<file path="src/rtl/layer_sequencer.sv">
// layer_sequencer: runs one dense layer on a single time-shared MAC.
// For each of N_OUT neurons it does three things:
//   - streams N_IN activation/weight pairs from synchronous-read RAMs and
//     accumulates their products;
//   - adds the neuron's bias;
//   - applies optional ReLU plus saturation, then writes one activation.
//
// Ports:
//   clock, reset       single clock, synchronous active-high reset
//   start, relu_en     pass request (accepted in IDLE); ReLU enable latched with start
//   busy, done         busy during ACC/DRAIN/WRITE; done is a one-cycle pulse
//   in_addr/in_data    activation RAM (data valid one cycle after address)
//   w_addr/w_data      weight RAM, layout j*N_IN + k
//   b_addr/b_data      bias RAM, one entry per neuron
//   out_we/out_addr/out_data  output buffer write port
module layer_sequencer #(
  parameter int N_IN   = 196,
  parameter int N_OUT  = 10,
  parameter int latime = 8,
  parameter int IN_AW  = $clog2(N_IN),
  parameter int W_AW   = $clog2(N_IN * N_OUT),
  parameter int OUT_AW = $clog2(N_OUT)
) (
  input  logic                       clock,
  input  logic                       reset,
  input  logic                       start,
  input  logic                       relu_en,
  output logic                       busy,
  output logic                       done,
  output logic [IN_AW-1:0]           in_addr,
  input  logic signed [2*latime-1:0] in_data,
  output logic [W_AW-1:0]            w_addr,
  input  logic signed [latime-1:0]   w_data,
  output logic [OUT_AW-1:0]          b_addr,
  input  logic signed [latime-1:0]   b_data,
  output logic                       out_we,
  output logic [OUT_AW-1:0]          out_addr,
  output logic signed [2*latime-1:0] out_data
);

  localparam int AW = 2 * latime;  // activation width
  localparam int PW = 3 * latime;  // product width
  localparam int CW = 4 * latime;  // accumulator width

  localparam logic signed [CW-1:0] SAT_MAX = {{(CW-AW+1){1'b0}}, {(AW-1){1'b1}}};
  localparam logic signed [CW-1:0] SAT_MIN = {{(CW-AW+1){1'b1}}, {(AW-1){1'b0}}};

  localparam logic [IN_AW-1:0]  K_LAST = IN_AW'(N_IN - 1);
  localparam logic [OUT_AW-1:0] J_LAST = OUT_AW'(N_OUT - 1);

  typedef enum logic [2:0] {IDLE, ACC, DRAIN, WRITE, DONE} state_t;

  state_t                 state_reg, state_next;
  logic [IN_AW-1:0]       k_reg, k_next;
  logic [OUT_AW-1:0]      j_reg, j_next;
  logic [W_AW-1:0]        w_ptr_reg, w_ptr_next;
  logic signed [CW-1:0]   acc_reg, acc_next;
  logic signed [latime-1:0] bias_reg, bias_next;
  logic                   relu_reg, relu_next;

  // Address/data outputs hold the last value issued once the FSM leaves
  // the state that drives them.
  logic [IN_AW-1:0]       in_addr_hold_reg, in_addr_hold_next;
  logic [W_AW-1:0]        w_addr_hold_reg, w_addr_hold_next;
  logic [OUT_AW-1:0]      b_addr_hold_reg, b_addr_hold_next;
  logic [OUT_AW-1:0]      out_addr_hold_reg, out_addr_hold_next;
  logic signed [AW-1:0]   out_data_hold_reg, out_data_hold_next;

  logic signed [PW-1:0]   prod;
  logic signed [CW-1:0]   prod_ext;
  logic signed [CW-1:0]   sum;
  logic signed [AW-1:0]   result;

  always_comb begin
    // Full-precision signed product, sign-extended into the accumulator.
    prod     = $signed({{latime{in_data[AW-1]}}, in_data}) *
               $signed({{(2*latime){w_data[latime-1]}}, w_data});
    prod_ext = {{latime{prod[PW-1]}}, prod};
    sum      = acc_reg + {{(3*latime){bias_reg[latime-1]}}, bias_reg};

    if (relu_reg && sum[CW-1]) begin
      result = '0;
    end else if (sum > SAT_MAX) begin
      result = SAT_MAX[AW-1:0];
    end else if (sum < SAT_MIN) begin
      result = SAT_MIN[AW-1:0];
    end else begin
      result = sum[AW-1:0];
    end

    state_next         = state_reg;
    k_next             = k_reg;
    j_next             = j_reg;
    w_ptr_next         = w_ptr_reg;
    acc_next           = acc_reg;
    bias_next          = bias_reg;
    relu_next          = relu_reg;
    in_addr_hold_next  = in_addr_hold_reg;
    w_addr_hold_next   = w_addr_hold_reg;
    b_addr_hold_next   = b_addr_hold_reg;
    out_addr_hold_next = out_addr_hold_reg;
    out_data_hold_next = out_data_hold_reg;

    busy     = 1'b0;
    done     = 1'b0;
    out_we   = 1'b0;
    in_addr  = in_addr_hold_reg;
    w_addr   = w_addr_hold_reg;
    b_addr   = b_addr_hold_reg;
    out_addr = out_addr_hold_reg;
    out_data = out_data_hold_reg;

    case (state_reg)
      IDLE: begin
        if (start) begin
          state_next = ACC;
          k_next     = '0;
          j_next     = '0;
          w_ptr_next = '0;
          relu_next  = relu_en;
        end
      end

      ACC: begin
        busy              = 1'b1;
        in_addr           = k_reg;
        w_addr            = w_ptr_reg;
        in_addr_hold_next = k_reg;
        w_addr_hold_next  = w_ptr_reg;
        // Weights of consecutive neurons are contiguous, so a free-running
        // pointer tracks j*N_IN + k without a multiplier.
        w_ptr_next        = w_ptr_reg + W_AW'(1);
        if (k_reg == '0) begin
          // Data on the read ports belongs to the previous neuron: drop it.
          b_addr           = j_reg;
          b_addr_hold_next = j_reg;
          acc_next         = '0;
        end else begin
          acc_next = acc_reg + prod_ext;
        end
        if (k_reg == IN_AW'(1)) begin
          bias_next = b_data;
        end
        if (k_reg == K_LAST) begin
          state_next = DRAIN;
        end else begin
          k_next = k_reg + IN_AW'(1);
        end
      end

      DRAIN: begin
        busy       = 1'b1;
        acc_next   = acc_reg + prod_ext;
        state_next = WRITE;
      end

      WRITE: begin
        busy               = 1'b1;
        out_we             = 1'b1;
        out_addr           = j_reg;
        out_data           = result;
        out_addr_hold_next = j_reg;
        out_data_hold_next = result;
        if (j_reg == J_LAST) begin
          state_next = DONE;
        end else begin
          j_next     = j_reg + OUT_AW'(1);
          k_next     = '0;
          state_next = ACC;
        end
      end

      DONE: begin
        done       = 1'b1;
        state_next = IDLE;
      end

      default: state_next = IDLE;
    endcase
  end

  always_ff @(posedge clock) begin
    if (reset) begin
      state_reg         <= IDLE;
      k_reg             <= '0;
      j_reg             <= '0;
      w_ptr_reg         <= '0;
      acc_reg           <= '0;
      bias_reg          <= '0;
      relu_reg          <= 1'b0;
      in_addr_hold_reg  <= '0;
      w_addr_hold_reg   <= '0;
      b_addr_hold_reg   <= '0;
      out_addr_hold_reg <= '0;
      out_data_hold_reg <= '0;
    end else begin
      state_reg         <= state_next;
      k_reg             <= k_next;
      j_reg             <= j_next;
      w_ptr_reg         <= w_ptr_next;
      acc_reg           <= acc_next;
      bias_reg          <= bias_next;
      relu_reg          <= relu_next;
      in_addr_hold_reg  <= in_addr_hold_next;
      w_addr_hold_reg   <= w_addr_hold_next;
      b_addr_hold_reg   <= b_addr_hold_next;
      out_addr_hold_reg <= out_addr_hold_next;
      out_data_hold_reg <= out_data_hold_next;
    end
  end

endmodule

</file>
<file path="config.mk">
export PLATFORM = sky130hd
export DESIGN_NAME = layer_sequencer
export DESIGN_NICKNAME = d
export VERILOG_FILES = /design/src/rtl/layer_sequencer.sv
export SDC_FILE = /design/constraint.sdc
export NUM_CORES = 1
export LEC_CHECK = 0
export ABC_CLOCK_PERIOD_IN_PS = 8670
export BUFFER_PORTS_ARGS = -buffer_cell sky130_fd_sc_hd__buf_2
export CORE_ASPECT_RATIO = 0.5
export CORE_MARGIN = 1.5
export CORE_UTILIZATION = 30
export DETAILED_ROUTE_END_ITERATION = 8
export GPL_TIMING_DRIVEN = 0
export MAX_ROUTING_LAYER = met4
export SLEW_MARGIN = 30
export SYNTH_ARGS = -nofsm -noshare
export SYNTH_HDL_FRONTEND = slang
export SYNTH_SLANG_ARGS = --single-unit
</file>
<file path="constraint.sdc">
create_clock -name clock -period 8.67 [get_ports clock]
set_clock_uncertainty 0.2 [all_clocks]
set_input_delay 0.867 -clock clock [delete_from_list [all_inputs] [get_ports clock]]
set_output_delay 0.867 -clock clock [all_outputs]
set_load 0.005 [all_outputs]
</file>
Word level (Yosys, flattened, before mapping)
Index checks and enable logic that the tools add are counted.
{"block": "word_totals", "latchBits": 0, "rom_bits": 0, "input_bits": 36, "ff_bits": 110, "mem_bits_rw": 0, "n_memories": 0, "wordCells": 72, "output_inout_bits": 46}
{"block": "op_classes", "bitwise_logic": 0, "multipliers": 1, "order_cmp": 2, "n_reduce_logical": 14, "n_addsub": 5, "muxes": 27, "n_shift": 0, "div_mod_pow": 0, "n_eq_ne": 11}
{"op": "$mux W16", "count": 4}
{"op": "$pmux W32 S2", "count": 1}
{"op": "$add A32 B24 Y32", "count": 1}
{"op": "$add A32 B32 Y32", "count": 1}
{"op": "$gt A32 B16 Y1 const B", "count": 1}
{"op": "$lt A32 B16 Y1 const B", "count": 1}
{"op": "$mux W32", "count": 1}
{"op": "$mux W8", "count": 4}
{"op": "$mul A16 B8 Y24", "count": 1}
{"op": "$pmux W8 S3", "count": 1}
{"op": "$mux W11", "count": 2}
{"op": "$pmux W11 S2", "count": 1}
{"op": "$mux W4", "count": 5}
{"op": "$pmux W3 S4", "count": 1}
{"op": "$add A11 B1 Y11 const B", "count": 1}
{"op": "$mux W3", "count": 3}
{"op": "$add A8 B1 Y8 const B", "count": 1}
{"op": "$eq A8 B1 Y1 const B", "count": 1}
{"op": "$eq A8 B8 Y1 const B", "count": 1}
{"op": "$logic_not A8 Y1", "count": 1}
{"op": "$ne A2 B2 Y1 const B", "count": 4}
{"op": "$pmux W4 S2", "count": 1}
{"op": "$reduce_and A2 Y1", "count": 4}
{"op": "$eq A3 B2 Y1 const B", "count": 2}
{"op": "12 further kinds", "count": 16}

Longest topological paths before layout
Gate-level depths: netlist of run 1.
{"block": "logic_depth", "ltp_word": 6, "ltp_mapped": 23, "mapped_depth_nobuf": 22}

Worst setup path after synthesis of run 1
No wires, ideal clock.
{"block": "synth_timing", "path_type": "input to register", "start": "input port w_data[7]", "end": "register acc_reg[31]", "path_stages": 20, "arrival_ns": 6.266, "required_ns": 8.353, "setup_time_ns": 0.117, "path_buffers": 1, "setup_slack_ns": 2.087, "cell_sequence": "inv_1 -> buf_1 -> nor2_1 -> fa_1 -> fa_1 -> fa_1 -> fa_1 -> ha_1 -> ha_1 -> a21o_1 -> a21oi_1 -> nor4bb_1 -> o31ai_1 -> a221oi_1 -> nand3_1 -> a31o_2 -> a21oi_1 -> a21oi_1 -> xnor2_1 -> a22o_1"}
{"block": "synth_between", "elab_chain_len": 4}
{"item": "from (decl)", "line": "33", "source": "input logic signed [latime-1:0] w_data,"}
{"item": "$mul A16 B8 Y24 (*)", "line": "76", "source": "prod = $signed({{latime{in_data[AW-1]}}, in_data}) *"}
{"item": "$add A32 B24 Y32 (*)", "line": "139, 153"}
{"item": "$mux W32", "line": "133", "source": "if (k_reg == '0) begin"}
{"item": "$pmux W32 S2 (*)", "line": "113", "source": "case (state_reg)"}
{"item": "to (signal assigned)", "line": "201", "source": "acc_reg <= acc_next;"}
{"item": "to (decl)", "line": "57", "source": "logic signed [CW-1:0] acc_reg, acc_next;"}
Mark *: on every way between the ends. The rest lies on a longest branch, timed or not.
A chain may end at the register's enable or synchronous reset.

Worst setup path in the final report of run 1
Same ends and word-level chain as after synthesis.

==> flow_summary_export.csv, run 1 <==
group,metric,value,unit
detailed_routing,vias,9713,
synth,syn_nets,1703,
worst_setup_path,required,8.73,ns
global_route,grt_pass1_vias,9838,
detailed_routing,drcViolationCount,0,
place,place_area,13500,um2
place,routabilityCongestion,0.856,
power_and_ir_drop,leakagePower,6.69,nW
synth,yosys.area.top_type,"fa_1",
synth,syn_inst,1399,
floorplanning,initial_core_util,30.6,%
power_and_ir_drop,vdd_drop_max,131,uV
layout,final_area,13800,um2
detailed_routing,met3WireLength,639,um
layout,syn2layout_area_growth,11.3,%
timing,fmax,134,MHz
cts,clock_path_buffers,2,
layout,instances_no_fill,2035,
worst_setup_path,r2r_cells,21,
hold_path,hp-class,"reg2reg",
timing,finalSetupViolCount,0,
layout,nFillCells,4291,
place,placed_cells,2019,
detailed_routing,wl_met1,14400,um
timing,tightest_slew,0.920,ns
synth,synthFlopType,"dfxtp_1",
synth,synthDistinctLibCells,84,
timing,final.period_utilization,86.3,%
detailed_routing,dr.pass1.iters,5,
cts,path_clk_slew,0.07,ns
global_route,grtUsageTotal,15.0,%
floorplanning,dieHeight,147,um
floorplanning,ioPinCount,82,
worst_setup_path,cp-start-kind,"input pin",
cts,postCtsSetupRepairBufs,0,
worst_setup_path,arrival,7.54,ns
timing,final_max_slew_viol_count,0,
synth,yosys.area.top_type_share,25.9,%
cts,cts_tree,"built",
synth,synth_area_leaders,"fa_1 (26%), dfxtp_1 (18%), ha_1 (11%)",
cts,h-tree-depth,3,
synth,yosys-top-cells-count,"nand2_1 (177), fa_1 (161), inv_1 (133)",
layout,nets,1794,
global_route,grt_pass1_wl,51100,um
layout,fin_util,34.0,%
detailed_routing,drt_iter0_markers,438,
worst_setup_path,end_kind,"flop",
timing,fin_crit,7.48,ns
synth,synthArstFlopShare,0,%
worst_setup_path,path_class,"in2reg",
global_route,grt_overflow,0,
detailed_routing,avgRoutedWirePerCell,14.6,um
floorplanning,rows,52,
synth,syn-cell-area,12400,um2
job,maxCapViolCount,0,
detailed_routing,wirelength,29600,um
power_and_ir_drop,totalPowerFinal,3.68,mW
worst_setup_path,critPathMaxFanout,10,
outcome,status,"completed",
cts,cts.repair.resized,0,
synth,syn_area_per_cell,8.88,um2
layout,largest_register_ffs,32,
place,numPortBuffers,80,
place,place_ws,0.722,ns
floorplanning,dieArea,42700,um2
power_and_ir_drop,power_density,266,nW/um2
timing,hold_viol_final,0,
layout,antenna_cells,0,
timing,hold_ws,0.260,ns
floorplanning,core,40600,um2
detailed_routing,viasPerCell,4.77,
synth,ys_seq_area_share,17.7,%
synth,ys_ff_latch,110,
timing,rsz0062_at_grt,"no",
timing,max_slew_margin,38.7,%
cts,hold_buffers,0,
detailed_routing,antenna_left,0,
detailed_routing,route.met2.wl,14400,um
timing,finalSetupTns,0,ns
global_route,antenna_found_initial,0,
synth,yosysMostFrequentCell,"nand2_1",
cts,cts_buffers,9,
cts,root_buffer,"clkbuf_16",
floorplanning,fp.dieW,291,um
global_route,grt_max_degree,27,
place,hpwl,24900,um
synth,synth_edf_count,0,
cts,clk_latency,0.36,ns
detailed_routing,top_layer,"met4",
synth,synth_warnings,0,
cts,cts_sinks,110,
hold_path,min_path_cells,2,
timing,fin_ws,1.19,ns
layout,layout-drive-gt1-share,9.77,%
-- power by group --
part           switching (mW)  internal, mW
Combinational            1.48          1.19
Sequential             0.0258         0.525
Clock                   0.202         0.255
-- layout make-up --
type                       instances  area [um2]  share of cell area, %
multi-input combinational       1114        9520                   68.9
sequential                       110        2200                   15.9
tap                              540         676                   4.89
inverter                         133         499                   3.61
timing repair buffer              80         400                   2.90
clock buffer                      11         233                   1.68
buffer                            42         205                   1.48
clock inverter                     5        81.3                  0.589
-- cell usage in the layout (no fill, tap or decap), drive strengths merged, types with 33 or more instances in the layout --
cell type  Yosys  routed
o21ai         38      38
ha           107     107
buf            4      84
fa           161     161
a21o          33      33
xnor2         38      38
inv          133     134
nand2        178     178
and2          77      77
a21oi         98      98
nor2         121     121
dfxtp        110     110
clkbuf        36      47
-- logic make-up (layout without fill, tap and decap cells) --
kind of cell	after synthesis	count (layout)	synth area share (%)
AO/OA/AOI/OAI	279	279	15.4
XOR/XNOR	63	63	4.44
adder cells (fa/ha/maj)	268	268	36.7
buffers and inverters	175	271	5.67
flip-flops	110	110	17.7
multiplexers	14	14	1.17
AND/OR/NAND/NOR	490	490	18.8
-- critical path, stage by stage --
cell and delay [ns]:
buf_2 0.12, inv_1 0.25, buf_1 0.57, nor2_1 0.16, fa_1 0.54, fa_1 0.55
fa_1 0.52, fa_1 0.51, ha_1 0.31, ha_1 0.35, a21o_1 0.18, a21oi_1 0.24
nor4bb_1 0.50, o31ai_1 0.23, a221oi_1 0.48, nand3_1 0.16, a31o_2 0.29, a21oi_1 0.21
a21oi_1 0.12, xnor2_1 0.14, a22o_1 0.23
-- layer usage --
layer,GRT usage [%],vias to the layer above
li1,-,4874
met5,-,-
met3,1.83,13
met2,25.0,87
met4,1.91,0
met1,20.0,4739
-- path summary, 6_finish.rpt --
kind	startpoint	end	slack (ns)
setup / recovery	w_data[7]	acc_reg[31]	1.19
hold reg to reg	relu_reg	relu_reg	0.26
setup reg to reg	acc_reg[6]	acc_reg[31]	2.35
hold / removal	relu_reg	relu_reg	0.26
No activity file was read; power rests on OpenSTA's default activity.
==> run 2: changes to the inputs <==
- ABC_AREA: unset -> 1
==> run 2 against run 1 <==
Via count increased by 19%. Die area increased by 8.6%. Fmax increased by 12%. Non-clock buffer count decreased by 7. Area after synthesis increased by 8.8%. Sequential cell count unchanged. Critical path type unchanged.
==> flow_summary_export.csv, run 2 <==
group,metric,value,unit
synth,synthSimpleGateAreaFrac,25.9,%
timing,hold_viol_final,0,
detailed_routing,viasPerCell,4.51,
synth,yosys.area.top_type_share,23.9,%
synth,ys_ff_latch,110,
detailed_routing,drt_iter0_markers,524,
synth,yosysMostFrequentCell,"nand2_1",
power_and_ir_drop,p_int,2.36,mW
layout,nets,2278,
cts,clock_path_buffers,2,
hold_path,min_from,"w_addr_hold_reg[9]",
layout,mostFrequentLayoutCells,"nand2_1 (504), inv_1 (362), fa_1 (161)",
detailed_routing,avgRoutedWirePerCell,13.3,um
global_route,grt_max_degree,27,
layout,layout-drive-gt1-share,8.99,%
worst_setup_path,required,8.70,ns
timing,final.period_utilization,77.1,%
power_and_ir_drop,p_switching,2.69,mW
power_and_ir_drop,p_clk_share,8.3,%
synth,synthXorXnorAreaFrac,2.58,%
timing,tightest_slew,0.809,ns
cts,clk_latency,0.37,ns
floorplanning,rows,54,
synth,syn-cell-area,13500,um2
outcome,status,"completed",
timing,finalSetupTns,0,ns
place,hpwl,29500,um
place,place_ws,1.57,ns
detailed_routing,vias,11568,
layout,antenna_cells,0,
cts,path_clk_slew,0.08,ns
power_and_ir_drop,leakagePower,7.96,nW
global_route,grt_pass1_vias,11550,
cts,cts_buffers,9,
floorplanning,dieArea,46400,um2
worst_setup_path,r2r-end,"acc_reg[30]",
timing,fmax,150,MHz
cts,h-tree-depth,3,
worst_setup_path,rrSetupSlack,3.20,ns
floorplanning,fp.dieW,303,um
layout,largest_register_ffs,32,
timing,max_slew_margin,46.0,%
timing,finalSetupViolCount,0,
synth,synth_area_leaders,"fa_1 (24%), dfxtp_1 (16%), nand2_1 (14%)",
synth,synth_edf_count,0,
synth,yosys.area.top_type,"fa_1",
synth,ys_seq_area_share,16.3,%
global_route,met3_usage,1.69,%
timing,fin_ws,1.98,ns
worst_setup_path,reg2reg_from,"acc_reg[6]",
floorplanning,core,44000,um2
worst_setup_path,critPathMaxFanout,10,
timing,rsz0062_at_grt,"no",
global_route,grt_overflow,0,
power_and_ir_drop,vdd_drop_max,193,uV
timing,fin_crit,6.69,ns
cts,hold_buffers,0,
synth,synth_warnings,0,
synth,yosys-top-cells-count,"nand2_1 (504), inv_1 (363), fa_1 (161)",
layout,syn2layout_area_growth,9.74,%
power_and_ir_drop,power_density,341,nW/um2
timing,final_max_slew_viol_count,0,
synth,synth_compound_area_share,9.17,%
global_route,grt_use_met1,21.7,%
cts,cts.repair.resized,0,
worst_setup_path,arrival,6.71,ns
cts,cts_sinks,110,
hold_path,min_path_cells,2,
floorplanning,ioPinCount,82,
detailed_routing,dr.pass1.iters,5,
cts,root_buffer,"clkbuf_16",
synth,synthMuxAreaShare,0,%
global_route,grt_most_used_layer,"met2",
hold_path,whs_endpoint,"w_addr_hold_reg[9]",
worst_setup_path,r2r_cells,23,
power_and_ir_drop,p_seq_share,12.6,%
power_and_ir_drop,pwr-share-comb,79.1,%
power_and_ir_drop,swShare,53.3,%
detailed_routing,drcViolationCount,0,
synth,synthDistinctLibCells,46,
place,numPortBuffers,57,
synth,synth-adder-area-share,33.8,%
cts,postCtsSetupRepairBufs,0,
global_route,grt_pass1_wl,58900,um
synth,syn_inst,1906,
global_route,grt_use_met2,26.0,%
cts,cts_tree,"built",
place,routabilityCongestion,0.928,
worst_setup_path,end_kind,"flop",
hold_path,hp-class,"reg2reg",
global_route,antenna_found_initial,0,
floorplanning,initial_core_util,30.7,%
synth,syn_area_per_cell,7.09,um2
job,maxCapViolCount,0,
worst_setup_path,path_class,"in2reg",
synth,synthArstFlopShare,0,%
detailed_routing,antenna_left,0,
synth,syn_nets,2210,
global_route,grtUsageTotal,16.1,%
detailed_routing,wirelength,34200,um
layout,layout_commonest_cell,"nand2_1",
floorplanning,dieHeight,153,um
worst_setup_path,cp-start-kind,"input pin",
synth,synth_top_family_by_area,"adder cells",
synth,synthFlopType,"dfxtp_1",
run 2: cell count changes after synthesis, moves of 27 or more:
cell and delta:
inv_1 +230, o21ai_0 +30, nor2_1 +27, a21o_1 -28
nand2_2 +38, nand2_1 +327, and2_1 -73, nand3_1 +39
run 2: worst max-delay path by stage:
stage	startpoint	to	cells past startpoint
floorplan	w_data[2]	acc_reg[27]	18
global placement	w_data[2]	acc_reg[30]	21
detailed placement	w_data[2]	acc_reg[30]	21
CTS	w_data[2]	acc_reg[30]	21
global route	w_data[2]	acc_reg[30]	20
finish	w_data[2]	acc_reg[30]	21
run 2: critical path: stages:
cell,delay (ns)
clkbuf_1,0.25
clkbuf_1,0.48
nand2_1,0.27
fa_1,0.67
fa_1,0.80
inv_1,0.23
fa_1,0.51
fa_1,0.49
ha_1,0.31
ha_1,0.38
nand2_1,0.13
nor4_1,0.41
o21ai_0,0.18
nand3_1,0.19
nand2_1,0.07
inv_1,0.07
o21ai_0,0.10
nand2_1,0.08
nand2_1,0.04
nand3_1,0.09
a21oi_1,0.08
run 2: power groups by stage:
stage / Sequential [mW] / Clock, mW / Combinational (mW)
detailed placement: 0.650 / 0 / 3.99
floorplan: 0.623 / 0 / 3.13
global placement: 0.649 / 0 / 3.99
CTS: 0.638 / 0.430 / 4.03
finish: 0.638 / 0.418 / 4.00
global route: 0.649 / 0.451 / 4.67
run 2: cells by family after synthesis:
logic type,after synthesis
compound gates,223
xor+xnor,39
simple gates,832
buf+inv,434
fa+ha+maj,268
flops,110
run 2: layout make-up:
type	count	area, um2
timing repair buffer	57	285
clock inverter	7	67.6
clock buffer	9	225
tap	588	736
fill	4801	29200
multi-input combinational	1362	9650
sequential	110	2200
buffer	58	246
inverter	376	1410
run 2: metrics by stage:
step	utilization (%)	instance area (um2)	power (mW)	hold WS, ns	instances
after floorplan	-	13500	3.75	0.244	1906
after global placement	33.0	14500	4.64	0.254	2551
after detailed placement	33.0	14500	4.64	0.258	2551
after CTS	33.7	14800	5.10	0.272	2567
after global routing	33.7	14800	5.77	0.297	2567
final	33.7	14800	5.06	0.272	2567
run 2: per-layer routing:
metal,vias to the layer above,share of wire (%)
li1,5955,-
met1,5405,49
met2,169,46
met5,-,0
met3,39,3.2
met4,0,1.9
==> run 3: changes to the inputs <==
- ABC_AREA: 1 -> 0
- ABC_CLOCK_PERIOD_IN_PS: 8670 -> 6000
- clock period: 8.67 -> 6 ns (I/O delays scaled with it)
==> run 3 against run 2 <==
Clock-buffer cell count grew 1. First-iteration DRC count grew 10%. Sequential power grew 25%. Combinational power grew 10%. Via count shrank 16%. Sequential share of layout area grew 0.62 points. Critical path type unchanged.
==> flow_summary_export.csv, run 3 (synthesis results as in run 1) <==
group,metric,value,unit
outcome,status,"completed",
detailed_routing,drt_iter0_markers,578,
cts,h-tree-depth,3,
detailed_routing,vias,9750,
global_route,grt_max_degree,27,
cts,clock_path_buffers,2,
place,routabilityCongestion,0.859,
job,maxCapViolCount,0,
cts,cts_buffers,9,
layout,fin_util,35.0,%
power_and_ir_drop,leakagePower,6.80,nW
detailed_routing,viasPerCell,4.78,
floorplanning,initial_core_util,30.6,%
timing,fin_crit,5.83,ns
layout,layout-drive-gt1-share,13.1,%
worst_setup_path,end_kind,"flop",
global_route,grt_pass1_vias,9651,
global_route,grt_pass1_wl,50300,um
cts,cts_sinks,110,
power_and_ir_drop,p_seq_share,13.7,%
floorplanning,fp.dieW,291,um
timing,final_max_slew_viol_count,0,
floorplanning,dieHeight,147,um
power_and_ir_drop,swShare,46.8,%
power_and_ir_drop,p_switching,2.72,mW
layout,mostFrequentLayoutCells,"nand2_1 (177), fa_1 (157), inv_1 (132)",
timing,finalSetupViolCount,0,
timing,hold_viol_final,0,
worst_setup_path,path_class,"in2reg",
timing,fmax,172,MHz
place,hpwl,24700,um
power_and_ir_drop,power_density,409,nW/um2
timing,hold_ws,0.259,ns
cts,clk_latency,0.36,ns
worst_setup_path,required,6.06,ns
detailed_routing,drcViolationCount,0,
global_route,grtUsageTotal,14.8,%
floorplanning,rows,52,
power_and_ir_drop,p_int,3.09,mW
layout,layout_commonest_cell,"nand2_1",
detailed_routing,antenna_left,0,
detailed_routing,dr.pass1.iters,5,
worst_setup_path,critPathMaxFanout,10,
timing,max_slew_margin,50.3,%
cts,root_buffer,"clkbuf_16",
layout,syn2layout_area_growth,14.5,%
place,placed_cells,2019,
detailed_routing,wirelength,29700,um
timing,final.period_utilization,97.2,%
cts,cts_tree,"built",
timing,tightest_slew,0.745,ns
floorplanning,ioPinCount,82,
layout,largest_register_ffs,32,
hold_path,hp-class,"reg2reg",
layout,nets,1800,
floorplanning,dieArea,42700,um2
worst_setup_path,arrival,5.89,ns
layout,instances_no_fill,2041,
place,numPortBuffers,80,
power_and_ir_drop,pwr-share-comb,75.8,%
detailed_routing,avgRoutedWirePerCell,14.5,um
global_route,grt_overflow,0,
cts,path_clk_slew,0.07,ns
global_route,antenna_found_initial,1,
power_and_ir_drop,p_clk_share,10.5,%
power_and_ir_drop,vdd_drop_max,237,uV
worst_setup_path,cp-start-kind,"input pin",
floorplanning,core,40600,um2
[run 3: cell count changes in the layout (fill, tap and decap cells not counted), moves of 31 or more]
cell / before / now
nand2_1: 504 / 177
o21ai_0: 65 / 30
inv_1: 362 / 132
and2_1: 1 / 72
nand2_2: 39 / 1
nor2_1: 146 / 115
nand3_1: 58 / 19
[run 3: path summary, 6_finish.rpt]
check             depth (start not counted)  slack (ns)     endpoint        from
setup / recovery                         23        0.17  acc_reg[25]   w_data[3]
hold / removal                            2        0.26     relu_reg    relu_reg
setup reg to reg                         22        0.29  acc_reg[25]  acc_reg[6]
hold reg to reg                           2        0.26     relu_reg    relu_reg
[run 3: critical path: stages]
cell,delay (ns)
clkbuf_4,0.16
clkbuf_8,0.18
and2_1,0.15
fa_1,0.42
fa_1,0.54
inv_1,0.05
fa_1,0.47
inv_1,0.07
fa_2,0.57
ha_1,0.26
ha_4,0.20
a211oi_4,0.27
nor4b_4,0.10
nor4bb_4,0.39
o31ai_4,0.14
a221oi_2,0.28
buf_4,0.16
nand2b_1,0.05
a21o_1,0.18
a21o_1,0.20
a21oi_2,0.15
xnor2_1,0.11
a22o_1,0.18
[run 3: cell type report]
| type | count | area (um2) |
|---|---|---|
| Inverter | 133 | 503 |
| Timing Repair Buffer | 87 | 477 |
| Antenna cell | 1 | 2.50 |
| Buffer | 41 | 284 |
| Sequential cell | 110 | 2200 |
| Clock inverter | 5 | 58.8 |
| Clock buffer | 10 | 229 |
| Multi-Input combinational cell | 1114 | 9790 |
| Fill cell | 4221 | 26400 |
| Tap cell | 540 | 676 |
[run 3: what timing repair did]
action	4_1_cts	5_1_grt
hold buffers	0	0
pin swaps	10	35
cloned	0	0
endpoints found under the setup margin	11	10
resized for setup	34	49
buffers inserted	3	4
[run 3: through the flow]
step | instance area, um2 | TNS, ns | power (mW) | setup slack (ns)
floorplan | 12500 | 0 | 3.93 | 0.00207
global placement | 13500 | -8.06 | 4.70 | -0.980
detailed placement | 13500 | -8.38 | 4.71 | -0.982
CTS | 14000 | 0 | 5.48 | 0.0225
global route | 14200 | -0.0237 | 6.46 | -0.0237
finish | 14200 | 0 | 5.82 | 0.171
[run 3: power by group through the flow]
stage	Sequential, mW	Combinational, mW	Clock, mW
after detailed placement	0.815	3.89	0
after global placement	0.814	3.88	0
after CTS	0.797	4.06	0.622
final	0.797	4.41	0.611
after global routing	0.802	5.01	0.654
after floorplan	0.799	3.13	0
[run 3: per-layer routing]
layer	up-vias	GRT usage, %	part of all wire [%]
met2	99	24.2	47
met4	0	3.22	1.8
met3	33	1.59	2.4
li1	4893	-	-
met1	4725	19.8	48
met5	-	-	0
